[src/rtl/axi_dma_w_burst.sv]
// Write DMA: coalesces contiguous databus writes into AXI4 INCR bursts.
// A burst is buffered in FILL, then issued as one AW, cnt W beats and one B.
`timescale 1ns/1ps
module axi_dma_w_burst #(
    parameter int DATA_W  = 256,
    parameter int ADDR_W  = 30,
    parameter int MAX_LEN = 16,
    parameter int TIMEOUT = 32,
    parameter int AXI_ID  = 0
) (
    input  logic                  clk,
    input  logic                  rst,
    input  logic                  valid,
    input  logic [ADDR_W-1:0]     addr,
    input  logic [DATA_W-1:0]     wdata,
    input  logic [DATA_W/8-1:0]   wstrb,
    output logic                  ready,
    input  logic                  flush,
    output logic                  idle,
    output logic                  error,
    input  logic                  err_clr,
    output logic                  m_axi_awid,
    output logic [ADDR_W-1:0]     m_axi_awaddr,
    output logic [7:0]            m_axi_awlen,
    output logic [2:0]            m_axi_awsize,
    output logic [1:0]            m_axi_awburst,
    output logic                  m_axi_awlock,
    output logic [3:0]            m_axi_awcache,
    output logic [2:0]            m_axi_awprot,
    output logic [3:0]            m_axi_awqos,
    output logic                  m_axi_awvalid,
    input  logic                  m_axi_awready,
    output logic [DATA_W-1:0]     m_axi_wdata,
    output logic [DATA_W/8-1:0]   m_axi_wstrb,
    output logic                  m_axi_wlast,
    output logic                  m_axi_wvalid,
    input  logic                  m_axi_wready,
    input  logic                  m_axi_bid,
    input  logic [1:0]            m_axi_bresp,
    input  logic                  m_axi_bvalid,
    output logic                  m_axi_bready
);
    localparam int BYTES = DATA_W / 8;
    localparam int OFF   = $clog2(BYTES);
    localparam int CNT_W = $clog2(MAX_LEN) + 1;
    localparam int IDX_W = (MAX_LEN > 1) ? $clog2(MAX_LEN) : 1;

    localparam logic [2:0] ST_IDLE = 3'd0;
    localparam logic [2:0] ST_FILL = 3'd1;
    localparam logic [2:0] ST_ADDR = 3'd2;
    localparam logic [2:0] ST_DATA = 3'd3;
    localparam logic [2:0] ST_RESP = 3'd4;

    logic [2:0]        state_q, state_d;
    logic [ADDR_W-1:0] base_q, base_d;
    logic [CNT_W-1:0]  cnt_q, cnt_d;
    logic [CNT_W-1:0]  idx_q, idx_d;
    logic [31:0]       idle_cnt_q, idle_cnt_d;
    logic              awvalid_q, awvalid_d;
    logic [ADDR_W-1:0] awaddr_q, awaddr_d;
    logic [7:0]        awlen_q, awlen_d;
    logic              wvalid_q, wvalid_d;
    logic              wlast_q, wlast_d;
    logic              bready_q, bready_d;
    logic              error_q, error_d;
    logic              idle_q, idle_d;

    logic [DATA_W-1:0] buf_data_q [MAX_LEN];
    logic [BYTES-1:0]  buf_strb_q [MAX_LEN];

    logic [ADDR_W-1:0] addr_al_s, next_addr_s, end_addr_s;
    logic [CNT_W-1:0]  cnt_after_s;
    logic              ready_s, accept_s, close_s, timeout_s, cross_s;
    logic              buf_we_s;
    logic [IDX_W-1:0]  wr_idx_s;
    logic              err_set_s;
    logic              unused_s;

    // Acceptance of databus beats and burst-closing conditions.
    always_comb begin
        addr_al_s   = addr & ~ADDR_W'(BYTES - 1);
        next_addr_s = base_q + (ADDR_W'(cnt_q) << OFF);
        if (state_q == ST_IDLE) begin
            ready_s = valid && rst;
        end else if (state_q == ST_FILL) begin
            ready_s = valid && (addr_al_s == next_addr_s) && (cnt_q < CNT_W'(MAX_LEN))
                      && (base_q[ADDR_W-1:12] == next_addr_s[ADDR_W-1:12]);
        end else begin
            ready_s = 1'b0;
        end
        accept_s    = ready_s;
        cnt_after_s = (accept_s && state_q == ST_FILL) ? cnt_q + CNT_W'(1) : cnt_q;
        end_addr_s  = base_q + (ADDR_W'(cnt_after_s) << OFF);
        cross_s     = (base_q[ADDR_W-1:12] != end_addr_s[ADDR_W-1:12]);
        timeout_s   = (TIMEOUT != 0) && !accept_s && (idle_cnt_q + 32'd1 == 32'(TIMEOUT));
        close_s     = (cnt_after_s == CNT_W'(MAX_LEN)) || cross_s || (valid && !ready_s)
                      || timeout_s || flush;
    end

    // Next-state and output-register computation for the burst FSM.
    always_comb begin
        state_d    = state_q;
        base_d     = base_q;
        cnt_d      = cnt_q;
        idx_d      = idx_q;
        idle_cnt_d = idle_cnt_q;
        awvalid_d  = awvalid_q;
        awaddr_d   = awaddr_q;
        awlen_d    = awlen_q;
        wvalid_d   = wvalid_q;
        wlast_d    = wlast_q;
        bready_d   = bready_q;
        buf_we_s   = 1'b0;
        wr_idx_s   = IDX_W'(cnt_q);
        case (state_q)
            ST_IDLE: begin
                if (accept_s) begin
                    base_d     = addr_al_s;
                    cnt_d      = CNT_W'(1);
                    buf_we_s   = 1'b1;
                    wr_idx_s   = {IDX_W{1'b0}};
                    idle_cnt_d = 32'd0;
                    state_d    = ST_FILL;
                end else begin
                    state_d = ST_IDLE;
                end
            end
            ST_FILL: begin
                if (accept_s) begin
                    buf_we_s   = 1'b1;
                    cnt_d      = cnt_after_s;
                    idle_cnt_d = 32'd0;
                end else begin
                    idle_cnt_d = idle_cnt_q + 32'd1;
                end
                if (close_s) begin
                    state_d    = ST_ADDR;
                    awvalid_d  = 1'b1;
                    awaddr_d   = base_q;
                    awlen_d    = 8'(cnt_after_s - CNT_W'(1));
                    idle_cnt_d = 32'd0;
                end else begin
                    state_d = ST_FILL;
                end
            end
            ST_ADDR: begin
                if (m_axi_awready) begin
                    awvalid_d = 1'b0;
                    wvalid_d  = 1'b1;
                    idx_d     = {CNT_W{1'b0}};
                    wlast_d   = (cnt_q == CNT_W'(1));
                    state_d   = ST_DATA;
                end else begin
                    state_d = ST_ADDR;
                end
            end
            ST_DATA: begin
                if (m_axi_wready && wlast_q) begin
                    wvalid_d = 1'b0;
                    wlast_d  = 1'b0;
                    bready_d = 1'b1;
                    state_d  = ST_RESP;
                end else if (m_axi_wready) begin
                    idx_d   = idx_q + CNT_W'(1);
                    wlast_d = (idx_q + CNT_W'(2) == cnt_q);
                end else begin
                    state_d = ST_DATA;
                end
            end
            ST_RESP: begin
                if (m_axi_bvalid) begin
                    bready_d = 1'b0;
                    state_d  = ST_IDLE;
                end else begin
                    state_d = ST_RESP;
                end
            end
            default: begin
                state_d = ST_IDLE;
            end
        endcase
        err_set_s = (state_q == ST_RESP) && m_axi_bvalid && m_axi_bresp[1];
        error_d   = err_set_s ? 1'b1 : (err_clr ? 1'b0 : error_q);
        idle_d    = (state_d == ST_IDLE);
    end

    // FSM and AXI control registers.
    always_ff @(posedge clk or negedge rst) begin
        if (!rst) begin
            state_q    <= ST_IDLE;
            base_q     <= {ADDR_W{1'b0}};
            cnt_q      <= {CNT_W{1'b0}};
            idx_q      <= {CNT_W{1'b0}};
            idle_cnt_q <= 32'd0;
            awvalid_q  <= 1'b0;
            awaddr_q   <= {ADDR_W{1'b0}};
            awlen_q    <= 8'd0;
            wvalid_q   <= 1'b0;
            wlast_q    <= 1'b0;
            bready_q   <= 1'b0;
            error_q    <= 1'b0;
            idle_q     <= 1'b1;
        end else begin
            state_q    <= state_d;
            base_q     <= base_d;
            cnt_q      <= cnt_d;
            idx_q      <= idx_d;
            idle_cnt_q <= idle_cnt_d;
            awvalid_q  <= awvalid_d;
            awaddr_q   <= awaddr_d;
            awlen_q    <= awlen_d;
            wvalid_q   <= wvalid_d;
            wlast_q    <= wlast_d;
            bready_q   <= bready_d;
            error_q    <= error_d;
            idle_q     <= idle_d;
        end
    end

    // Burst buffer; holds data only, so it needs no reset.
    always_ff @(posedge clk) begin
        if (buf_we_s) begin
            buf_data_q[wr_idx_s] <= wdata;
            buf_strb_q[wr_idx_s] <= wstrb;
        end
    end

    assign unused_s      = ^{m_axi_bid, m_axi_bresp[0]};
    assign ready         = ready_s;
    assign idle          = idle_q;
    assign error         = error_q;
    assign m_axi_awid    = 1'(AXI_ID);
    assign m_axi_awaddr  = awaddr_q;
    assign m_axi_awlen   = awlen_q;
    assign m_axi_awsize  = 3'(OFF);
    assign m_axi_awburst = 2'b01;
    assign m_axi_awlock  = 1'b0;
    assign m_axi_awcache = 4'b0011;
    assign m_axi_awprot  = 3'b000;
    assign m_axi_awqos   = 4'b0000;
    assign m_axi_awvalid = awvalid_q;
    assign m_axi_wdata   = buf_data_q[idx_q[IDX_W-1:0]];
    assign m_axi_wstrb   = buf_strb_q[idx_q[IDX_W-1:0]];
    assign m_axi_wlast   = wlast_q;
    assign m_axi_wvalid  = wvalid_q;
    assign m_axi_bready  = bready_q;
endmodule

[config.mk]
export PLATFORM = sky130hd
export DESIGN_NAME = axi_dma_w_burst
export DESIGN_NICKNAME = d
export VERILOG_FILES = /design/src/rtl/axi_dma_w_burst.sv
export SDC_FILE = /design/constraint.sdc
export NUM_CORES = 2
export LEC_CHECK = 0
export CORE_AREA = 2 2 769 465
export DETAILED_ROUTE_END_ITERATION = 16
export DIE_AREA = 0 0 771 467
export PLACE_DENSITY = 0.68
export SLEW_MARGIN = 25
export SYNTH_ARGS = -nofsm -noshare
export SYNTH_HDL_FRONTEND = slang
export SYNTH_MEMORY_MAX_BITS = 65536
export SYNTH_SLANG_ARGS = --single-unit
[constraint.sdc]
create_clock -name clk -period 71.1 [get_ports clk]
set_input_delay 14.22 -clock clk [delete_from_list [all_inputs] [get_ports clk]]
set_output_delay 14.22 -clock clk [all_outputs]
set_load 0.01 [all_outputs]
==> results.md <==
- XOR/XNOR share of the synthesized area: 0.00298
- Worst slack at placement: 39.33 ns
- Final number of hold-violating endpoints: 0
- Gr ovfl total: 0
- Setup Buffers After CTS: 0
- Worst Slack Setup Final: 39.33 ns
- Floorplan row count: 169
- Internal Power: 0.00515 W
- Number of global-route vias before repair: 82,600
- DIE HEIGHT: 467 µm
- Worst-Margin Slew: 1.09 ns
- 1st-iter DRT viols: 9,641
- Top library cells by usage in the layout, fill and taps aside: edfxtp_1, mux4_2, clkdlybuf4s50_1
- Minimum clock period after layout: 31.77 ns
- Post-Synthesis Cells: 7,204
- Crit path buf inv count: 2
- Synth warn: 0
- Number of buffers between clock root and the deepest sink: 4
- Highest Clock Rate: 0.0315 GHz
- Data arrival time at the worst-slack endpoint: 17.55 ns
- Kind of start point of the critical path: primary input
- Post-Synthesis Cell Area: 0.179 mm²
- Logic depth of the worst setup path including buffers: 10
- Rel. slew slack: 0.275
- Largest cells by area after synthesis: edfxtp_1, mux4_2, dfrtp_1, clkbuf_1, nand2_1
- Crit end category: primary output
- Layout overhead on the synthesized area: 14.7%
- WL final: 409,000 µm
- H-Tree Depth: 5
- Reported leakage power: 62.4 nW
- Input/output buffers: 649
- Sequential cell area fraction in the yosys report: 0.787
- Placed wire-length estimate: 214,000 µm
- DR pass1 iterations: 6
- TritonCTS clock tree: done
- Peak supply drop: 0.0000288 V
- Worst clock skew on the final layout: 0.0803 ns
- Count of flip-flops with a built-in enable after synthesis: 4,608
- Combinational share of power: 0.223
- Fraction of final layout cells with drive strength greater than 1: 0.270
- Wire length of the first global-routing pass: 590,000 µm
- Final standard cell area without fillers: 0.206 mm²
- Compound-cell area share of the yosys netlist: 0.00591
- Worst Reg-to-Reg Cells: 15
- Instance area at placement: 0.192 mm²
- Total Die Area: 0.360 mm²
- Main combinational cell family by area after synthesis: multiplexers
- Num CTS Buffers: 425
- Critical Path, Cell by Cell: clkdlybuf4s50_1, nand2b_1, nand4b_1, nor4_1, o2111ai_1, nor4_1, nand4_1, or3_1, nand2_1, clkdlybuf4s50_1
- Largest delay share family, worst path: simple AND/OR/NAND/NOR gates
- Portion of total power attributed to sequential cells: 0.450
- Die width: 771 µm
- Share of the clock period used by the worst path: 0.447
- Number of resized instances in the post-cts repair step: 0
- Reported max-cap violation count: 0
- Worst path required time: 56.88 ns
- Hold WC Path Type: register to register
- Number of max-slew violations in the final report: 0
- Total of flip-flops plus latches after synthesis: 4,715
- Commonest non-fill, non-tap cell in the layout: edfxtp_1
- Largest stage delay on the critical path: 0.62 ns
- Pin count of the biggest net entering global routing: 129
- RSZ-0062 raised after global routing: no
- Total global routing track utilization: 0.226
- Post-detailed-route DRC marker count: 0
- Later-pin clock latency in the skew report: 0.96 ns
- Category of the critical setup timing path: primary input to primary output
- CTS sink cnt: 4,715
- Fraction of the mapped netlist area in adder cells: 0.00123
- Hold_buf cts: 0
- Placer's final routability congestion estimate: 0.784
- Starting utilization of the core area: 0.509
- Total via count after detailed routing: 81,600
- Mux contribution to synthesized area: 0.184
- Post-synthesis share of cell area spent on and, or, nand and nor gates: 0.00992
- Library cell occupying the most area in the post-synthesis netlist: edfxtp_1
- Sw Ratio: 0.255
- Crit path max-delay cell type: clkdlybuf4s50_1
- Most instantiated flip-flop cell in the synthesis netlist: edfxtp_1
- Routed via count divided by cell count: 6.20
- # nets final: 8,425
- Largest driver fanout on the critical path: 13
- Setup-failing EPs final: 0
- Cell depth of the worst hold path: 2
- Share of the synthesized area in the top cell type: 0.772
- Average cell area after synthesis: 24.9 µm²
- FFs w/ async S/R, synth: 0.0227
- Clock power share: 0.328
- Num ports: 680
- Clock slew seen by the registers of the worst setup and hold paths: 0.07 ns
- Power density cells: 33.6 mW/mm²
- Hold_ws: 0.495 ns
- Final core utilization: 0.584
- Synth cell types: 79
- Core area: 0.352 mm²
- Antenna violations before repair: 90
- Number of routed nets with antenna violations: 0
- Root buf cell: clkbuf_16
- Average routed wire per standard cell: 31.1 µm
- Setup Total Neg Slack: 0 ns
- Run status: complete, no violations
- Net Switching: 0.00176 W
Yosys cell counts (11+ instances only):
cell type and number:
edfxtp_1 4608, mux4_2 1440, clkbuf_1 264, nand2_1 141, dfrtp_1 106, buf_1 105, nor2_1 42, xnor2_1 39
o21ai_0 37, a21oi_1 29, nand3_1 29, nand4_1 29, mux2_4 27, a31oi_1 25, buf_4 25, nor3_1 25
nor4_1 23, xor2_1 22, ha_1 16, inv_1 16, and3_1 15, a21o_1 11
power groups by stage:
stage	clock network [W]	registers, W	logic (W)
after CTS	0.00231	0.00311	0.00156
after global placement	0	0.00317	0.00154
after floorplan	0	0.00316	0.000988
after global routing	0.00241	0.00311	0.00163
after detailed placement	0	0.00317	0.00155
final	0.00227	0.00311	0.00154
layout make-up:
type                    instances  area, µm²
repair buffers                827       8150
well taps                    4702       5880
multi-input cells            2094      36800
flip-flops and latches       4715     141000
inverters                      16       60.1
clock buffers                 528      11100
clock inverters               248       2530
diodes                         34       85.1
fillers                     24400     147000
metrics by stage:
stage               cells  power, W
global placement    12300   0.00471
detailed placement  12400   0.00472
global route        13200   0.00716
floorplan            7225   0.00414
CTS                 13100   0.00698
finish              13200   0.00692
logic make-up (layout without fill, tap and decap cells):
kind of cell,Yosys count,in the layout
XOR/XNOR,61,61
flip-flops,4715,4715
other,2,57
AND/OR/NAND/NOR,357,357
buffers and inverters,416,1619
AO/OA/AOI/OAI,157,157
adder cells (fa/ha/maj),17,17
multiplexers,1479,1479
layer usage:
metal,GRT usage,part of all wire
met3,0.0540,0.090
met5,0,0.0013
met4,0.0593,0.024
met2,0.348,0.47
met1,0.330,0.41
flip-flops by register name, summed over array words and instances (netlist names):
name           flops
m_axi_wlast        1
buf_data_q      4096
error              1
state_q            3
m_axi_bready       1
m_axi_wvalid       1
cnt_q              5
idx_q              5
base_q            25
idle               1
idle_cnt_q        32
m_axi_awlen        6
buf_strb_q       512
m_axi_awaddr      25
m_axi_awvalid      1
worst min-delay path: stages (launching register included):
cell and delay, ns:
dfrtp_1 0.35, nand2_1 0.05, nand2_1 0.06
final timing paths:
path,start,endpoint,slack (ns)
setup / recovery,addr[13],ready,39.33
hold / removal,m_axi_awvalid,m_axi_awvalid,0.49
setup reg to reg,cnt_q[3],buf_data_q[1][74],62.57
hold reg to reg,m_axi_awvalid,m_axi_awvalid,0.49
max in group asynchronous,rst,idx_q[0],56.43
min in group asynchronous,rst,m_axi_awaddr[15],13.40
Note: power is estimated with default switching activity, not from simulation.
